**config.mk**
```make
export PLATFORM = sky130hd
export DESIGN_NAME = fifo_wr_arbiter
export DESIGN_NICKNAME = d
export VERILOG_FILES = /design/src/rtl/fifo_pkg.sv /design/src/rtl/rr_pick.sv /design/src/rtl/fifo_wr_arbiter.sv
export SDC_FILE = /design/constraint.sdc
export NUM_CORES = 1
export LEC_CHECK = 0
export ABC_AREA = 1
export BUFFER_PORTS_ARGS = -buffer_cell sky130_fd_sc_hd__buf_2
export CORE_MARGIN = 2
export CORE_UTILIZATION = 30
export DETAILED_ROUTE_END_ITERATION = 8
export PLACE_DENSITY_LB_ADDON = 0.08
export SYNTH_ARGS = -nofsm -noshare
export SYNTH_HDL_FRONTEND = slang
export SYNTH_SLANG_ARGS = --single-unit
```
**constraint.sdc**
```tcl
create_clock -name clk_i -period 1.4 [get_ports clk_i]
set_input_delay 0.21 -clock clk_i [delete_from_list [all_inputs] [get_ports clk_i]]
set_output_delay 0.21 -clock clk_i [all_outputs]
set_load 0.005 [all_outputs]
```
**src/rtl/fifo_pkg.sv**
```systemverilog
// ---------------------------------------------------------------------------
// fifo_pkg
//   Definitions shared by sync_fifo and the blocks that feed it.
//
//   arb_state_e    : write-arbiter FSM encoding (IDLE=0, GRANT=1)
//   MAX_BURST_DEF  : default number of beats per grant tenure
//   BURST_CNT_W    : width of the beat counter; covers bursts of 1..15
// ---------------------------------------------------------------------------
package fifo_pkg;

    typedef enum logic {
        ST_IDLE  = 1'b0,
        ST_GRANT = 1'b1
    } arb_state_e;

    localparam int MAX_BURST_DEF = 4;
    localparam int BURST_CNT_W   = 4;

endpackage : fifo_pkg

```
**src/rtl/rr_pick.sv**
```systemverilog
// ---------------------------------------------------------------------------
// rr_pick
//   Combinational round-robin selector. Searches the request vector starting
//   at last_owner_i+1 (mod NREQ) and returns the first set requester.
//
//   Ports
//     req_i        [NREQ-1:0]  request vector
//     last_owner_i [OWN_W-1:0] requester granted most recently
//     valid_o                  at least one request is set
//     idx_o        [OWN_W-1:0] selected requester (0 when valid_o is low)
// ---------------------------------------------------------------------------
module rr_pick #(
    parameter int NREQ  = 4,
    parameter int OWN_W = $clog2(NREQ)
) (
    input  logic [NREQ-1:0]  req_i,
    input  logic [OWN_W-1:0] last_owner_i,
    output logic             valid_o,
    output logic [OWN_W-1:0] idx_o
);

    logic [OWN_W-1:0] cand;

    // Walk the search order backwards so the candidate closest to
    // last_owner_i+1 is the last one written and therefore wins.
    always_comb begin
        valid_o = 1'b0;
        idx_o   = '0;
        cand    = '0;
        for (int i = NREQ; i >= 1; i--) begin
            cand = OWN_W'((int'(last_owner_i) + i) % NREQ);
            if (req_i[cand]) begin
                valid_o = 1'b1;
                idx_o   = cand;
            end
        end
    end

endmodule : rr_pick

```
**src/rtl/fifo_wr_arbiter.sv**
```systemverilog
// ---------------------------------------------------------------------------
// fifo_wr_arbiter
//   Shares one sync_fifo write port among NREQ requesters. A requester is
//   picked round-robin while IDLE (one cycle of arbitration latency), then
//   owns the port for up to MAX_BURST beats. The tenure ends early when the
//   owner drops its request. A full FIFO stalls the tenure without losing
//   the owner or the beat count, and never produces a write.
//
//   Ports
//     clk_i          clock, all state on rising edge
//     rst_n_i        asynchronous active-low reset
//     req_i          [NREQ-1:0]        per-requester write request
//     wdata_i        [NREQ*WIDTH-1:0]  requester k data at [k*WIDTH +: WIDTH]
//     gnt_o          [NREQ-1:0]        per-requester ready
//     fifo_full_i    FIFO full flag
//     fifo_wr_en_o   FIFO write enable
//     fifo_wdata_o   [WIDTH-1:0]       FIFO write data (owner's slice)
//     owner_o        [OWN_W-1:0]       current or last grant owner
//     busy_o         high while in GRANT
// ---------------------------------------------------------------------------
module fifo_wr_arbiter
    import fifo_pkg::*;
#(
    parameter int NREQ      = 4,
    parameter int WIDTH     = 4,
    parameter int MAX_BURST = MAX_BURST_DEF,
    parameter int OWN_W     = $clog2(NREQ)
) (
    input  logic                  clk_i,
    input  logic                  rst_n_i,
    input  logic [NREQ-1:0]       req_i,
    input  logic [NREQ*WIDTH-1:0] wdata_i,
    output logic [NREQ-1:0]       gnt_o,
    input  logic                  fifo_full_i,
    output logic                  fifo_wr_en_o,
    output logic [WIDTH-1:0]      fifo_wdata_o,
    output logic [OWN_W-1:0]      owner_o,
    output logic                  busy_o
);

    arb_state_e              state_q, state_d;
    logic [OWN_W-1:0]        owner_q, owner_d;
    logic [OWN_W-1:0]        last_owner_q, last_owner_d;
    logic [BURST_CNT_W-1:0]  cnt_q, cnt_d;
    logic [BURST_CNT_W-1:0]  cnt_inc;
    logic                    beat;
    logic                    pick_valid;
    logic [OWN_W-1:0]        pick_idx;
    logic [WIDTH-1:0]        slice [NREQ];

    rr_pick #(
        .NREQ  (NREQ),
        .OWN_W (OWN_W)
    ) u_rr_pick (
        .req_i        (req_i),
        .last_owner_i (last_owner_q),
        .valid_o      (pick_valid),
        .idx_o        (pick_idx)
    );

    for (genvar g = 0; g < NREQ; g++) begin : g_slice
        assign slice[g] = wdata_i[g*WIDTH +: WIDTH];
    end

    assign cnt_inc = cnt_q + BURST_CNT_W'(1);

    // last_owner resets to NREQ-1 so the first search starts at requester 0.
    always_ff @(posedge clk_i or negedge rst_n_i) begin
        if (!rst_n_i) begin
            state_q      <= ST_IDLE;
            owner_q      <= '0;
            last_owner_q <= OWN_W'(NREQ - 1);
            cnt_q        <= '0;
        end else begin
            state_q      <= state_d;
            owner_q      <= owner_d;
            last_owner_q <= last_owner_d;
            cnt_q        <= cnt_d;
        end
    end

    always_comb begin
        state_d      = state_q;
        owner_d      = owner_q;
        last_owner_d = last_owner_q;
        cnt_d        = cnt_q;
        gnt_o        = '0;
        beat         = 1'b0;

        case (state_q)
            ST_IDLE: begin
                // A full FIFO blocks selection so the rotation is not
                // advanced for a tenure that could not write anyway.
                if (pick_valid && !fifo_full_i) begin
                    state_d      = ST_GRANT;
                    owner_d      = pick_idx;
                    last_owner_d = pick_idx;
                    cnt_d        = '0;
                end
            end

            ST_GRANT: begin
                gnt_o[owner_q] = ~fifo_full_i;
                beat           = req_i[owner_q] & ~fifo_full_i;
                // A dropped request ends the tenure even during a full stall;
                // otherwise a full FIFO simply holds owner, count and state.
                if (!req_i[owner_q]) begin
                    state_d = ST_IDLE;
                end else if (beat) begin
                    cnt_d = cnt_inc;
                    if (cnt_inc == BURST_CNT_W'(MAX_BURST)) begin
                        state_d = ST_IDLE;
                    end
                end
            end

            default: begin
                state_d = ST_IDLE;
            end
        endcase
    end

    assign fifo_wr_en_o = beat;
    assign fifo_wdata_o = slice[owner_q];
    assign owner_o      = owner_q;
    assign busy_o       = (state_q == ST_GRANT);

endmodule : fifo_wr_arbiter
```
# == After elaboration in Yosys (flattened, before gate mapping) ==
# Cells that the tools add are included.
# Widths: inputs -> output; s select.
# word_totals
reg_bits,9
in_bits,23
output_inout_bits,12
word_cells,64
# classes
add_sub_neg,5
order_cmp,7
eq_ne,4
mux,34
bitwise,5
reduce_logical,5
# ops
cell,n
$mux 4,6
$lt 2x3->1 const B,5
$mux 1,15
$bmux 1 s2,5
$bmux 4 s2,1
$mux 2,4
$pmux 4 s2,1
$add 2x1->2 const B,2
$add 2x2->2 const B,2
$add 4x1->4 const B,1
$and 4x4->4,1
$eq 4x3->1 const B,1
$ne 2x1->1 const B,2
$ge 3x3->1 const B,1
$not 2->3,1
$reduce_and 3->1,1
$demux 1 s2,1
$ge 2x1->1 const B,1
$logic_and 1x1->1,2
$ne 2x2->1 const B,1
$not 1->1,2
$pmux 1 s2,1
$reduce_and 2->1,1
$and 1x1->1,1
$logic_not 1->1,1

# == Logic depth before layout (Yosys ltp) ==
# Gate-level depths: netlist (run 1).
# depth
word_depth,10
depth_mapped,11

# == Modules after synthesis ==
# A second synthesis (run 1) with hierarchy kept.
# unflattened
cells_unflattened,140
area_unflattened_um2,889.6
# modules_own_cells
module,instances,cells_each,area_each_um2
fifo_wr_arbiter,1,89,643.1
rr_pick,1,51,246.5

# == Worst setup path before layout (run 1) ==
# Ideal clock, no wire load.
# synth_path
path_type,reg2reg
start,register last_owner_q[0]
end,"register owner_q[0], in the netlist owner_o[0]"
setup_ps,118
arrival_ps,1188
t_required_ps,1282
slack_ps,95
stages_incl_launch_ff,11
path_buffers,1
period_less_slack_ps,1305
cell_sequence,dfstp_2 > buf_4 > inv_4 > nand2_1 > nand2_2 > nand2_1 > nand2_1 > nor2_1 > a21oi_1 > nand2_1 > nand2_1
# synth_between
elab_chain_len,9
elab_cells_between_ends,22
cone_classes,add/sub: 4; mux: 16; reduce/logical: 2
# synth_rtl
item,line,text
start: declaration,fifo_wr_arbiter.sv:43,"logic [OWN_W-1:0] last_owner_q, last_owner_d;"
start signal: assignment,fifo_wr_arbiter.sv:72,last_owner_q <= OWN_W'(NREQ - 1);
start signal: assignment,fifo_wr_arbiter.sv:77,last_owner_q <= last_owner_d;
$add 2x1->2,rr_pick.sv:31,cand = OWN_W'((int'(last_owner_i) + i) % NREQ);
$bmux 1 s2,rr_pick.sv:32,if (req_i[cand]) begin
$mux 1 (not written as such),rr_pick.sv:32,
$mux 1 (4 in a row),rr_pick.sv:32,
$logic_and 1x1->1,fifo_wr_arbiter.sv:94,if (pick_valid && !fifo_full_i) begin
$reduce_and 2->1 (no line),n/a,
end signal: assignment,fifo_wr_arbiter.sv:76,owner_q <= owner_d;
end: declaration,fifo_wr_arbiter.sv:42,"logic [OWN_W-1:0] owner_q, owner_d;"
# Parallel ways exist; a longest one is shown, timed or not. The select of a mux whose other input is x is not followed.
# A chain may end at the register's enable or synchronous reset.

# == Final worst setup path (run 1) ==
# layout_path
start,"register owner_q[1], in the netlist owner_o[1]"
end,output fifo_wr_en_o
# layout_between
elab_chain_len,4
# layout_rtl
item,line,text
$bmux 1 s2,fifo_wr_arbiter.sv:104,beat = req_i[owner_q] & ~fifo_full_i;
$mux 1 (not written as such),fifo_wr_arbiter.sv:104,
$and 1x1->1,fifo_wr_arbiter.sv:104,
$mux 1,fifo_wr_arbiter.sv:90,case (state_q)
end: declaration,fifo_wr_arbiter.sv:35,"output logic fifo_wr_en_o,"
# No other way between the ends. The select of a mux whose other input is x is not followed.

==> results of run 1 <==
cell usage after synthesis:
| library cell | count | share of area |
|---|---|---|
| inv_2 | 2 | 0.0095 |
| ha_1 | 1 | 0.016 |
| nand2_1 | 60 | 0.28 |
| xnor2_1 | 1 | 0.011 |
| a21oi_1 | 1 | 0.0063 |
| nor3_1 | 2 | 0.013 |
| xor2_1 | 1 | 0.011 |
| buf_2 | 1 | 0.0063 |
| nand2_4 | 2 | 0.028 |
| dfstp_2 | 2 | 0.066 |
| a22oi_1 | 6 | 0.057 |
| dfrtp_1 | 7 | 0.22 |
| inv_4 | 1 | 0.0079 |
| nand4_1 | 4 | 0.032 |
| nand2_2 | 2 | 0.016 |
| inv_1 | 15 | 0.071 |
| buf_4 | 1 | 0.0095 |
| nand3_1 | 11 | 0.070 |
| o2111ai_2 | 1 | 0.019 |
| nor2_2 | 1 | 0.0079 |
| nor2_1 | 8 | 0.038 |
cell type report:
class | count | area (um2) | area share
Sequential cell | 9 | 230 | 0.177
Multi-Input combinational cell | 101 | 614 | 0.473
Inverter | 18 | 70.1 | 0.0540
Clock buffer | 4 | 26.3 | 0.0203
Tap cell | 30 | 37.5 | 0.0289
Timing Repair Buffer | 52 | 319 | 0.246
stage by stage:
stage	instance area, um2	setup WS, ns	std cells	power [uW]	setup TNS (ns)
6_report	1300	-0.0945	214	2620	-0.385
5_1_grt	1300	-0.185	214	2910	-1.42
4_1_cts	1180	-0.108	210	2330	-0.475
3_5_place_dp	1040	0.00273	199	1860	0
3_3_place_gp	1040	0.0268	199	1840	0
2_1_floorplan	792	0.0945	130	1380	0
state kept, by name, summed over array words and instances, names as in the netlist:
signal	flops
busy_o	1
cnt_q	4
last_owner_q	2
owner_o	2
power breakdown:
part           total [uW]  switching [uW]  internal, uW
Combinational        1890            1010           882
Clock                 192            82.7           109
Sequential            538             149           389
cell families (layout without fill, tap and decap cells):
family	after synthesis	in the layout	share of synthesized area
and+or+nand+nor	90	90	0.488
buffers and inverters	20	74	0.104
DFF	9	9	0.288
AOI/OAI and AO/OA	8	8	0.0821
xor gates and xnor gates	2	2	0.0221
adders and majority gates	1	1	0.0158
layout by cell type (no fill, tap or decap):
cell type,instances
nor2_4,1
nand3_1,9
xor2_1,1
clkbuf_4,3
dlygate4sd3_1,1
xnor2_1,1
buf_2,34
a22oi_2,6
clkbuf_1,1
buf_4,14
dfrtp_1,5
nand4_1,4
nand2_1,36
nand2_4,2
a21oi_2,1
nand2_2,26
dfrtp_2,2
inv_2,6
nand3_2,2
buf_6,3
nor3_2,1
nor2_2,3
inv_1,11
nor2_1,5
nor3_1,1
ha_1,1
dfstp_2,2
inv_4,1
o2111ai_4,1
how the worst min path moves through the flow:
stage / endpoint / cells past startpoint / start / slack (ns)
after floorplan: busy_o / 0 / rst_n_i / -0.09
after global placement: cnt_q[2] / 1 / rst_n_i / 0.07
after detailed placement: cnt_q[2] / 1 / rst_n_i / 0.07
after CTS: cnt_q[2] / 2 / rst_n_i / 0.34
after global routing: cnt_q[3] / 2 / rst_n_i / 0.34
final: cnt_q[2] / 2 / rst_n_i / 0.33
repair_timing:
action | 4_1_cts | 5_1_grt
cloned | 0 | 0
pin swaps | 6 | 10
hold buffers | 1 | 0
endpoints found under the setup margin | 9 | 16
resized for setup | 17 | 31
endpoints found under the hold margin | 7 | 0
setup buffers | 6 | 4
routing by layer:
| metal | GRT usage | share of wire |
|---|---|---|
| met5 | 0 | 0 |
| met4 | 0.0801 | 0.0079 |
| met3 | 0.0304 | 0.044 |
| met2 | 0.301 | 0.55 |
| met1 | 0.186 | 0.40 |
==> impl_metrics.toml, run 1 <==
[layout]
n_fill_cell = 257
utilization = 0.519
finalNetCount = 209
n_antenna_cell = 0
drive_gt1_frac = 0.587
synthToLayoutAreaGrowth_pct = 63.8

[worst_setup_path]
crit_type = "reg -> out"
r2r_start = "last_owner_q[0]"
crit_slowest_cell = "dfrtp_2"
path_depth = 7
critPathMaxFanout = 4
worst_setup_path_end_kind = "primary output"
crit_required_ns = 1.19
rr_endpoint = "owner_o[0]"
crit_chain = "inv_2 > nor2_2 > nand2_2 > o2111ai_4 > nand2_4 > inv_2 > buf_2"
cp-startpoint = "owner_o[1]"
critical_path_buf_inv_count = 3
crit_arrival_ns = 1.28
path_delay_family = "flip-flops"
rr_worst_depth = 9
cpPeakStageDelay_ns = 0.44
crit_end = "fifo_wr_en_o"
start_kind = "register"
crit_top_cell = "inv_2"
reg2reg_slack_ns = 0

[clock_tree]
cts_tree = "built"
cts_buffers = 3
cts_sinks = 9
cts.clk_slew.worst_paths_ns = 0.06
clock_latency_ns = 0.25
cts_htree_levels = 1
max-clock-path-buffers = 2
clockRootBuffer = "clkbuf_4"

[power]
p_leak_uw = 0.000731
p_per_area_nw_per_um2 = 2020
irDropWorstVdd_mv = 0.974

[floorplan]
coreArea_um2 = 2500
ios = 35
die_y_um = 55.4
fp-row-count = 18
fp.dieArea_um2 = 3070
floorplan.initialDensity = 0.317
fp.dieW_um = 55.4

[routing]
wl_mm = 2.41
route.vias.total = 1002
drtIter0Drc = 6
ant_nets = 0
wl_per_cell_um = 11.3
drc = 0
first_pass_iters = 4
viasPerCell = 4.68

[timing]
period_share = 1.07
relSlewSlack = 0.809
tightest_slew_ns = 0.285
setup_ws_ns = -0.0945
hold_violations = 0
hold_ws_ns = 0.331
timing.final.crit_period_ns = 1.49
setup_viol = 6
rsz0062_at_grt = "true"
maxSlewViolCount = 0
fmax_mhz = 669
skew_ns = 0.00748

[global_routing]
grt_pass1_vias = 964
gr-total-overflow = 0
grt_pass1_wl_mm = 4.12
antenna_found_initial = 0
grt_use_total = 0.167
grt_max_degree = 10

[yosys]
syn_nets = 154
synthesis.instances = 130
ys_warn_count = 0
avgSynthCellArea_um2 = 6.09
synth-seq-cells = 9
synth_cell_types = 21
synthesis.area_um2 = 792
ys_seq_area_frac = 0.288

[min_path]
hold_class = "in -> async"

[job]
max_cap_viol_count = 0

[run_status]
outcome = "finished with violations"
violations = "negative setup slack"

[placed_design]
io_buffers = 34
gp_congestion = 0.753
post-dp-hpwl_mm = 1.79
Note: power is estimated with default switching activity, not from simulation.
==> run 2, diff against run 1 <==
--- a/config.mk
+++ b/config.mk
@@ -13,4 +13,5 @@
 export PLACE_DENSITY_LB_ADDON = 0.08
 export SYNTH_ARGS = -nofsm -noshare
 export SYNTH_HDL_FRONTEND = slang
+export SYNTH_HIERARCHICAL = 1
 export SYNTH_SLANG_ARGS = --single-unit
==> run 2 against run 1 <==
- via count rose by 11%
- combinational power rose by 18%
- the flow still finishes with violations (negative setup slack)
- sequential share of layout area fell by 2.5 points
- synthesized area rose by 12%
- register-to-register slack got worse by 0.11 ns
- clock skew fell by 0.0058 ns
- total power rose by 14%
==> impl_metrics.toml, run 2 <==
[timing]
tightest_slew_ns = 0.238
relSlewSlack = 0.842
timing.final.crit_period_ns = 1.51
hold_ws_ns = 0.331
setup_tns_ns = -1.26
fmax_mhz = 662
setup_viol = 17
skew_ns = 0.00171
setup_ws_ns = -0.111
period_share = 1.08
rsz0062_at_grt = "true"
hold_violations = 0
maxSlewViolCount = 0

[min_path]
hold_class = "in -> async"

[yosys]
ys_async_sr_fraction = 1.00
avgSynthCellArea_um2 = 6.35
synthesis.instances = 140
ys_warn_count = 6
synthesis.area_um2 = 890
synth.most_common_cell = "nand2_1"
synth-seq-cells = 9
ys_top_cells_by_area = "nand2_1, dfrtp_1, nand3_1"
synth-edff-count = 0
ys_seq_area_frac = 0.256
yosys-top-cells-count = "nand2_1, nand3_1, nand2_2, inv_1, dfrtp_1"
yosysTopAreaCell = "nand2_1"
synthFlopType = "dfrtp_1"
synth_top_cell_area_share = 0.198
syn_nets = 164
synth_cell_types = 27

[global_routing]
grt_max_degree = 11
antenna_found_initial = 0
gr-total-overflow = 0
grt_pass1_vias = 1002
grt_pass1_wl_mm = 4.17
grt_use_total = 0.155

[clock_tree]
cts_sinks = 9
clockRootBuffer = "clkbuf_4"
clock_latency_ns = 0.25
cts.clk_slew.worst_paths_ns = 0.06
max-clock-path-buffers = 2
cts_tree = "built"
cts_htree_levels = 1
cts_buffers = 3

[layout]
mostFrequentLayoutCells = "nand2_1, buf_2, nand2_2, buf_4, nand3_1"
drive_gt1_frac = 0.613
finalNetCount = 224
regMostFlops = "cnt_q"
synthToLayoutAreaGrowth_pct = 69.3
n_antenna_cell = 0
final_common_cell = "nand2_1"
largest_register_ffs = 4

[worst_setup_path]
crit_type = "reg -> reg"
crit_required_ns = 1.60
crit_top_cell = "buf_4"
crit_arrival_ns = 1.71
worst_setup_path_end_kind = "register"
critPathMaxFanout = 6
start_kind = "register"
crit_slowest_cell = "dfstp_2"
cpPeakStageDelay_ns = 0.55
crit_chain = "buf_12 > inv_8 > nand2_4 > and2_4 > nor2_4 > nand2_2 > nand3_4 > buf_4 > buf_4 > nand2_1"

[routing]
first_pass_iters = 4
wl_per_cell_um = 11.0
drtIter0Drc = 52
wl_mm = 2.53
route.vias.total = 1110
drc = 0
viasPerCell = 4.83
ant_nets = 0

[power]
p_leak_uw = 0.000816
irDropWorstVdd_mv = 1.24
p_per_area_nw_per_um2 = 1990

[floorplan]
fp.dieArea_um2 = 3420
fp-row-count = 19
coreArea_um2 = 2780
floorplan.initialDensity = 0.320
ios = 35
die_y_um = 58.5
fp.dieW_um = 58.5

[run_status]
violations = "negative setup slack"
outcome = "finished with violations"

[placed_design]
post-dp-hpwl_mm = 1.87
io_buffers = 34
post-place-ws_ns = -0.148
gp_congestion = 0.822

[job]
max_cap_viol_count = 0
[run 2: cell count changes after synthesis, moves of 2 or more]
cell / before / now
nor2_1: 8 / 5
inv_1: 15 / 10
a22oi_1: 6 / 3
o21ai_1: 0 / 3
nor3_1: 2 / 4
nand4_1: 4 / 2
nand2_2: 2 / 14
inv_2: 2 / 6
buf_6: 0 / 2
nand2_1: 60 / 47
nand3_1: 11 / 21
[run 2: critical path: cells and delay by family (launching register included)]
kind / cells / cell delay, ns
buffers and inverters: 4 / 0.44
and+or+nand+nor: 6 / 0.45
DFF: 1 / 0.55
[run 2: stage by stage]
stage | std cells | instance area (um2) | power (uW) | util
after global routing | 230 | 1510 | 3280 | 0.542
after detailed placement | 208 | 1130 | 2020 | 0.405
after global placement | 208 | 1130 | 2000 | 0.405
final | 230 | 1510 | 3000 | 0.542
after CTS | 222 | 1300 | 2540 | 0.467
after floorplan | 140 | 900 | 1570 | -
[run 2: worst paths after layout]
| kind | startpoint | end | slack [ns] | cells past startpoint |
|---|---|---|---|---|
| min reg2reg | cnt_q[3] | cnt_q[3] | 0.54 | 2 |
| max | last_owner_q[0] | busy_o | -0.11 | 10 |
| min | rst_n_i | cnt_q[1] | 0.33 | 2 |
| min in group clk_i | fifo_full_i | busy_o | 0.42 | 7 |
| max reg2reg | last_owner_q[0] | busy_o | -0.11 | 10 |
| max in group asynchronous | rst_n_i | last_owner_q[0] | 0.82 | 2 |
[run 2: logic make-up after synthesis]
logic type                 after synthesis  synth area share
and+or+nand+nor                         98             0.526
buffers and inverters                   22             0.128
AOI/OAI and AO/OA                        9            0.0661
DFF                                      9             0.256
xor gates and xnor gates                 1           0.00985
adders and majority gates                1            0.0141
[run 2: cell type report]
type	instances	area [um2]
tap	31	38.8
fill	274	1270
timing repair buffer	58	390
multi-input combinational	109	732
clock buffer	4	26.3
inverter	19	88.8
sequential	9	230
[run 2: repair_timing]
action | in CTS | in global routing
hold buffers | 1 | 0
buffers inserted | 9 | 9
pin swaps | 6 | 24
endpoints found under the setup margin | 18 | 18
resized for setup | 19 | 33
endpoints found under the hold margin | 7 | 0
[run 2: where the power goes]
part	internal [uW]	switching (uW)	total, uW	leakage [uW]
clock network	110	90.8	201	0.0000150
registers	378	186	564	0.000111
logic	1070	1160	2230	0.000690
[run 2: layer usage]
metal  global-route usage  up-vias  wire length (um)
met4               0.0399        0                 9
li1                     -      566                 -
met1                0.195      503              1070
met3               0.0176        2               202
met5                    0        -                 0
met2                0.279       39              1250
==> run 3, diff against run 2 <==
--- a/config.mk
+++ b/config.mk
@@ -10,7 +10,6 @@
 export CORE_MARGIN = 2
 export CORE_UTILIZATION = 30
 export DETAILED_ROUTE_END_ITERATION = 8
-export PLACE_DENSITY_LB_ADDON = 0.08
 export SYNTH_ARGS = -nofsm -noshare
 export SYNTH_HDL_FRONTEND = slang
 export SYNTH_HIERARCHICAL = 1
==> run 3 against run 2 <==
- flip-flop and latch count unchanged
- sequential share of layout area increased by 0.90 points
- utilization down 3.3 points
- total power decreased by 6.7%
- wire length grew 2.9%
- worst hold slack lost 0.0017 ns
- count of clock-buffer cells in the layout is the same
- worst setup slack gained 0.022 ns
- the run still ends with negative setup slack left
==> impl_metrics.toml, run 3 (synthesis gave the netlist of run 2 again) <==
[timing]
period_share = 1.06
relSlewSlack = 0.830
fmax_mhz = 671
setup_tns_ns = -0.893
skew_ns = 0.00382
timing.final.crit_period_ns = 1.49
maxSlewViolCount = 0
tightest_slew_ns = 0.255
rsz0062_at_grt = "true"
setup_ws_ns = -0.0894
hold_violations = 0
setup_viol = 15

[clock_tree]
cts_sinks = 9
cts.clk_slew.worst_paths_ns = 0.06
max-clock-path-buffers = 2
cts_htree_levels = 1
clock_latency_ns = 0.26
cts_buffers = 3
clockRootBuffer = "clkbuf_4"
cts_tree = "built"

[power]
p_per_area_nw_per_um2 = 1980
irDropWorstVdd_mv = 1.11
p_leak_uw = 0.000783

[global_routing]
grt_use_met3 = 0.0308
antenna_found_initial = 0
gr-total-overflow = 0
grt_max_degree = 12
grt_use_total = 0.150
top_usage_layer = "met2"
globalRouteMet2Util = 0.297
grt_util_met1 = 0.162
grt_pass1_vias = 999
grt_pass1_wl_mm = 4.02

[floorplan]
fp.dieW_um = 58.5
coreArea_um2 = 2780
floorplan.initialDensity = 0.320
fp-row-count = 19
ios = 35
fp.dieArea_um2 = 3420
die_y_um = 58.5

[min_path]
hold_class = "in -> async"

[layout]
n_antenna_cell = 0
finalNetCount = 219
utilization = 0.509
final_common_cell = "nand2_1"
largest_register_ffs = 4
synthToLayoutAreaGrowth_pct = 59.1
drive_gt1_frac = 0.588
mostFrequentLayoutCells = "nand2_1, buf_2, nand2_2"
regMostFlops = "cnt_q"

[placed_design]
gp_congestion = 0.794
io_buffers = 34
post-dp-hpwl_mm = 1.79

[job]
max_cap_viol_count = 0

[worst_setup_path]
reg2reg_slack_ns = -0.09
start_kind = "register"
r2r_start = "last_owner_q[0]"
crit_type = "reg -> reg"
worst_setup_path_end_kind = "register"
critPathMaxFanout = 5
crit_required_ns = 1.54
rr_endpoint = "owner_o[1]"
rr_worst_depth = 10
crit_arrival_ns = 1.63

[routing]
wl_mm = 2.60
first_pass_iters = 4
drc = 0
drtIter0Drc = 33
route.vias.total = 1108
viasPerCell = 4.92
wl_per_cell_um = 11.5
ant_nets = 0

[run_status]
outcome = "finished with violations"
violations = "negative setup slack"
run 3: report_power, final:
group          switching, uW  total (uW)  internal (uW)
clock network           89.3         199            110
registers                145         520            375
logic                   1160        2080            919
total                   1390        2800           1400
run 3: per-stage QoR:
step / worst slack (ns) / total power (uW) / cells / hold WS, ns / instance area, um2
after floorplan: -0.0201 / 1570 / 140 / -0.0856 / 900
after detailed placement: -0.146 / 2000 / 208 / 0.0745 / 1130
after global placement: -0.0950 / 1970 / 208 / 0.0745 / 1130
after global routing: -0.154 / 3030 / 225 / 0.347 / 1420
after CTS: -0.109 / 2570 / 221 / 0.328 / 1330
final: -0.0894 / 2800 / 225 / 0.330 / 1420
run 3: layout make-up:
class | count | area [um2]
fillers | 281 | 1370
multi-input cells | 110 | 708
repair buffers | 52 | 322
flip-flops and latches | 9 | 229
inverters | 19 | 91.3
well taps | 31 | 38.8
clock buffers | 4 | 26.3
run 3: how the worst max path moves through the flow:
stage,from,to,slack (ns),cells after the start
6_report,last_owner_q[0],owner_o[1],-0.09,10
5_1_grt,last_owner_q[0],owner_o[0],-0.15,9
4_1_cts,owner_o[0],fifo_wr_en_o,-0.11,8
3_5_place_dp,last_owner_q[0],owner_o[1],-0.15,8
3_3_place_gp,last_owner_q[0],owner_o[1],-0.09,9
2_1_floorplan,last_owner_q[0],owner_o[1],-0.02,9
run 3: layer usage:
metal / wire [um] / share of wire / vias up
met5: 0 / 0 / -
met4: 7 / 0.0027 / 0
met3: 174 / 0.067 / 2
met2: 1390 / 0.54 / 38
met1: 1020 / 0.39 / 508
li1: - / - / 560
run 3: what timing repair did:
item / in CTS / in global routing
gates cloned: 1 / 0
hold endpoints to repair: 7 / 0
resized for setup: 30 / 13
hold buffers: 1 / 0
setup buffers: 7 / 4
endpoints found under the setup margin: 18 / 17
pin swaps: 15 / 18
run 3: critical path, stage by stage, from the launching register on:
cell and delay [ns]:
dfstp_2 0.53, buf_6 0.14, buf_6 0.12, nand2_4 0.04, nand2_2 0.07, nand2_2 0.06, buf_4 0.15, nand3_2 0.07
a21boi_2 0.06, nand2_2 0.08, o21ai_1 0.06
